==> src/rtl/crc8_update.sv <==
// One-byte CRC-8 step, MSB-first, non-reflected; purely combinational.
module crc8_update #(
  parameter logic [7:0] POLYNOMIAL = 8'h07
) (
  input  logic [7:0] crc,
  input  logic [7:0] data,
  output logic [7:0] next_crc
);

  logic [8:0][7:0] stage;

  assign stage[0] = crc ^ data;

  for (genvar i = 0; i < 8; i++) begin : g_bit
    assign stage[i+1] = stage[i][7] ? ({stage[i][6:0], 1'b0} ^ POLYNOMIAL)
                                    : {stage[i][6:0], 1'b0};
  end

  assign next_crc = stage[8];

endmodule

==> config.mk <==
export PLATFORM = sky130hd
export DESIGN_NAME = crc8_update
export DESIGN_NICKNAME = d
export VERILOG_FILES = /design/src/rtl/crc8_update.sv
export SDC_FILE = /design/constraint.sdc
export NUM_CORES = 1
export LEC_CHECK = 0
export ABC_AREA = 0
export CORE_AREA = 2 2 39 41
export DETAILED_ROUTE_END_ITERATION = 10
export DIE_AREA = 0 0 41 43
export PLACE_DENSITY = 0.61
export SYNTH_ARGS = -nofsm -noshare
export SYNTH_HDL_FRONTEND = slang
export SYNTH_SLANG_ARGS = --single-unit
==> constraint.sdc <==
create_clock -name vclk -period 1
set_input_delay 0.2 -clock vclk [all_inputs]
set_output_delay 0.2 -clock vclk [all_outputs]
set_load 0.01 [all_outputs]
# Yosys cells after proc, flatten, opt, wreduce, memory -nomap -nowiden
# Index checks and enable logic that the tools add are counted.
# classes
muxes	8
bitwise	9
# op_table
op	n
2-to-1 mux 3 bit	8
inverter 3 bit	8
bitwise XOR 8 bit	1
# totals
ff_bits	0
input_bits	16
out_inout_bits	8
word_cells	17

# Logic depth before layout (Yosys ltp)
# logic_depth
word_depth	17
ltp_mapped	3

# Worst setup path before layout
# Ideal clock, no wire load.
# synth_path
path_type	input port to output port
from	in data[2]
to	out next_crc[2]
t_arrival_ns	0.936
path_slack_ns	-0.136
path_stages	3
n_path_buf	0
cell_sequence	xnor2_1 > xor2_1 > xor2_1
# synth_between
elab_chain_cells	6
# synth_lines
item	line_no	rtl
start, declared	6	input logic [7:0] data,
bitwise XOR 8 bit (*)	12	assign stage[0] = crc ^ data;
2-to-1 mux 3 bit (*)	15	assign stage[i+1] = stage[i][7] ? ({stage[i][6:0], 1'b0} ^ POLYNOMIAL)
inverter 3 bit (no source line)	-	
2-to-1 mux 3 bit (*)	15	
inverter 3 bit (no source line)	-	
2-to-1 mux 3 bit (*)	15	
end, declared	7	output logic [7:0] next_crc
# Every way passes the cells marked *; elsewhere a longest branch is shown, timed or not.

# Final worst setup path
# layout_path
from	in crc[6]
to	out next_crc[2]
# layout_between
elab_chain_cells	3
# layout_lines
item	line_no	rtl
start, declared	5	input logic [7:0] crc,
bitwise XOR 8 bit	12	
2-to-1 mux 3 bit (2 in series)	15	
# Every way passes these cells.

==> impl_results.html <==
<table>
<tr><th>Metric</th><th>Value</th></tr>
<tr><th colspan="2">Yosys</th></tr>
<tr><td>Post-synth cell types</td><td>3</td></tr>
<tr><td>Proportion of synthesized chip area in sequential cells</td><td>0%</td></tr>
<tr><td>Synthesized area divided by synthesized cell count</td><td>9.831 um^2</td></tr>
<tr><td>Post-synthesis cell count</td><td>21</td></tr>
<tr><td>Leading area contributor after synthesis</td><td>sky130_fd_sc_hd__xnor2_1</td></tr>
<tr><td>Yosys warning count</td><td>0</td></tr>
<tr><td>Most numerous cell in the Yosys netlist</td><td>sky130_fd_sc_hd__xnor2_1</td></tr>
<tr><td>Top cells by instance count after synthesis</td><td>sky130_fd_sc_hd__xnor2_1 (10), sky130_fd_sc_hd__xor2_1 (8), sky130_fd_sc_hd__xnor2_2 (3)</td></tr>
<tr><td>Nets in the synthesized netlist</td><td>37</td></tr>
<tr><td>Cell area after synthesis</td><td>206.4 um^2</td></tr>
<tr><td>Area share of the largest cell type after synthesis</td><td>42.42%</td></tr>
<tr><td>Cell types with the largest area share after synthesis</td><td>sky130_fd_sc_hd__xnor2_1 (42%), sky130_fd_sc_hd__xor2_1 (34%), sky130_fd_sc_hd__xnor2_2 (24%)</td></tr>
<tr><th colspan="2">Setup path</th></tr>
<tr><td>Max FO, Critical Path</td><td>2</td></tr>
<tr><td>Startpoint type of the worst setup path</td><td>primary input</td></tr>
<tr><td>Dominant cell type by count on the critical path</td><td>sky130_fd_sc_hd__buf_6</td></tr>
<tr><td>CP max stage cell</td><td>sky130_fd_sc_hd__buf_4</td></tr>
<tr><td>Crit path buf inv count</td><td>5</td></tr>
<tr><td>Required arrival time at the worst endpoint</td><td>0.80 ns</td></tr>
<tr><td>Critical Setup Path Class</td><td>primary input to output pin</td></tr>
<tr><td>Launching element of the worst setup path</td><td>crc[6]</td></tr>
<tr><td>Critical Path Max Stage Delay</td><td>0.14 ns</td></tr>
<tr><td>Critical Path Sink Type</td><td>output pin</td></tr>
<tr><td>Sequence of cells on the critical path</td><td>buf_8, xnor2_4, buf_6, xnor2_2, buf_4, buf_6, xor2_1, buf_2</td></tr>
<tr><td>Delay-heaviest family, CP</td><td>buffers and inverters</td></tr>
<tr><td>Data arrival time of the critical path</td><td>1.20 ns</td></tr>
<tr><th colspan="2">Power</th></tr>
<tr><td>Fraction of power spent switching nets</td><td>41.31%</td></tr>
<tr><td>Net switching component of the power</td><td>0.0002740 W</td></tr>
<tr><td>Peak ir drop on the vdd network</td><td>0.4321 mV</td></tr>
<tr><td>Part of the total power dissipated in the clock network</td><td>0%</td></tr>
<tr><td>Power share of the combinational group</td><td>100.0%</td></tr>
<tr><td>Pwr per Cell Area</td><td>965.6 nW/um^2</td></tr>
<tr><td>Power share of the sequential group</td><td>0%</td></tr>
<tr><td>Power consumption</td><td>0.0006633 W</td></tr>
<tr><td>Leak</td><td>0.3189 nW</td></tr>
<tr><td>Pint</td><td>0.0003893 W</td></tr>
<tr><th colspan="2">Timing</th></tr>
<tr><td>Fin. max-slew vios</td><td>0</td></tr>
<tr><td>Total setup violations reported at the end of the flow</td><td>8</td></tr>
<tr><td>Top achievable clock speed</td><td>712.6 MHz</td></tr>
<tr><td>Setup repair after global routing missed its margin</td><td>yes</td></tr>
<tr><td>Slew margin rel.</td><td>86.87%</td></tr>
<tr><td>Total negative setup slack</td><td>-2.168 ns</td></tr>
<tr><td>Final period demand of the worst path</td><td>1.403 ns</td></tr>
<tr><td>Worst Tran Pin Value</td><td>0.1959 ns</td></tr>
<tr><td>Number of failing hold endpoints at the final stage</td><td>0</td></tr>
<tr><td>Crit share post-route</td><td>140.3%</td></tr>
<tr><td>Smallest setup slack after layout</td><td>-0.4033 ns</td></tr>
<tr><th colspan="2">Layout</th></tr>
<tr><td>Sequential cell area</td><td>0 um^2</td></tr>
<tr><td>Seq cells</td><td>0</td></tr>
<tr><td>Fraction of final layout cells sized beyond drive strength 1</td><td>89.47%</td></tr>
<tr><td>Number of nets in the finished design</td><td>75</td></tr>
<tr><td>Count of inserted antenna diode cells</td><td>0</td></tr>
<tr><td>Number of fillers in the final layout</td><td>153</td></tr>
<tr><td>Count of clock-net buffers in the final layout</td><td>0</td></tr>
<tr><td>P&amp;R area growth vs syn</td><td>232.7%</td></tr>
<tr><th colspan="2">Drt</th></tr>
<tr><td>DRT iter0 DRCs</td><td>0</td></tr>
<tr><td>Avg WL per Cell</td><td>8.658 um</td></tr>
<tr><td>Total number of vias</td><td>274</td></tr>
<tr><td>Detail Route Antenna Nets</td><td>0</td></tr>
<tr><td>Per-cell via count in the routed design</td><td>3.753</td></tr>
<tr><td>Router iterations before antenna repair</td><td>1</td></tr>
<tr><td>Final wirelength</td><td>632 um</td></tr>
<tr><td>Detailed-route DRC error count</td><td>0</td></tr>
<tr><th colspan="2">Run</th></tr>
<tr><td>Max-cap violations</td><td>0</td></tr>
<tr><th colspan="2">Placed design</th></tr>
<tr><td>PortBufs</td><td>24</td></tr>
<tr><td>Final weighted congestion in routability-driven placement</td><td>0.5892</td></tr>
<tr><td>Total half-perimeter wirelength after legalization and detailed placement</td><td>508.1 um</td></tr>
<tr><td>Setup slack after placement</td><td>-1.099 ns</td></tr>
<tr><th colspan="2">Floorplanning</th></tr>
<tr><td>Number of top-level pins</td><td>24</td></tr>
<tr><td>Row count</td><td>14</td></tr>
<tr><td>Initial core utilization</td><td>14.92%</td></tr>
<tr><td>Core ar.</td><td>1384 um^2</td></tr>
<tr><td>Die W</td><td>41 um</td></tr>
<tr><td>Die footprint</td><td>1763 um^2</td></tr>
<tr><td>Die height</td><td>43 um</td></tr>
<tr><th colspan="2">Global route</th></tr>
<tr><td>Via count of the first global-routing pass</td><td>279</td></tr>
<tr><td>Congestion Overflow GR</td><td>0</td></tr>
<tr><td>Total track usage</td><td>8.149%</td></tr>
<tr><td>First-pass GRT wire length</td><td>1048 um</td></tr>
<tr><td>Number of antenna violations at the first check in global routing</td><td>0</td></tr>
<tr><td>Largest net degree at the start of global routing</td><td>3</td></tr>
<tr><th colspan="2">Min path</th></tr>
<tr><td>Cells on Worst Hold Path</td><td>5</td></tr>
<tr><td>Path class of the lowest-slack min-delay path</td><td>primary input to output pin</td></tr>
<tr><td>Endpoint of the worst hold-timing path</td><td>next_crc[3]</td></tr>
<tr><td>Hold path startpoint</td><td>data[7]</td></tr>
<tr><th colspan="2">Clock network</th></tr>
<tr><td>Number of hold-repair buffers added at the cts stage</td><td>0</td></tr>
<tr><th colspan="2">Status</th></tr>
<tr><td>Status</td><td>finished with violations</td></tr>
<tr><td>Failing checks</td><td>setup timing</td></tr>
</table>
## metal layers
metal / global-route usage [%] / share of wire (%)
met1: 8.091 / 26
met2: 17.19 / 59
met3: 0.5236 / 15
met4: 0 / 0
met5: 0 / 0
## through the flow
step / cell area (um^2) / utilization (%) / instances / hold WS (ns)
global route: 686.9 / 49.64 / 73 / 0.9255
global placement: 624.3 / 45.12 / 65 / 1.629
finish: 686.9 / 49.64 / 73 / 0.8941
floorplan: 334.1 / - / 21 / 0.5995
detailed placement: 624.3 / 45.12 / 65 / 1.621
CTS: 658.1 / 47.56 / 72 / 0.8946
## power by group through the flow
stage               combinational [W]  clock, W  sequential, W
detailed placement           0.000642         0              0
global placement             0.000643         0              0
finish                       0.000663         0              0
global route                 0.000715         0              0
floorplan                    0.000302         0              0
CTS                          0.000640         0              0
## worst max path at each step
stage	slack, ns	cells past startpoint	end
2_1_floorplan	-0.04	3	next_crc[2]
3_3_place_gp	-1.09	5	next_crc[7]
3_5_place_dp	-1.10	5	next_crc[7]
4_1_cts	-0.40	8	next_crc[2]
5_1_grt	-0.46	8	next_crc[2]
6_report	-0.40	8	next_crc[2]
## cell type report
class / count / area, um^2 / area share, %
Tap cell: 16 / 20.02 / 2.914
Multi-Input combinational cell: 21 / 375.4 / 54.64
Timing Repair Buffer: 36 / 291.5 / 42.44
## layout by cell type, fill, tap and decap left out, drive strengths merged
master | Yosys | final
xor2 | 8 | 8
buf | 0 | 36
xnor2 | 13 | 13
## cell families after synthesis
kind of cell | Yosys count | synth area share [%]
XOR/XNOR | 21 | 100.0
## what timing repair did
action / in CTS / in global routing
pin swaps: 20 / 5
setup endpoints to repair: 8 / 8
setup buffers: 7 / 1
resized for setup: 122 / 4
## worst min-delay path, stage by stage
cell and delay (ns):
sky130_fd_sc_hd__buf_2 0.10, sky130_fd_sc_hd__xnor2_2 0.08, sky130_fd_sc_hd__xnor2_2 0.14, sky130_fd_sc_hd__xnor2_1 0.05
sky130_fd_sc_hd__buf_2 0.13
(Power assumes the default switching activity.)
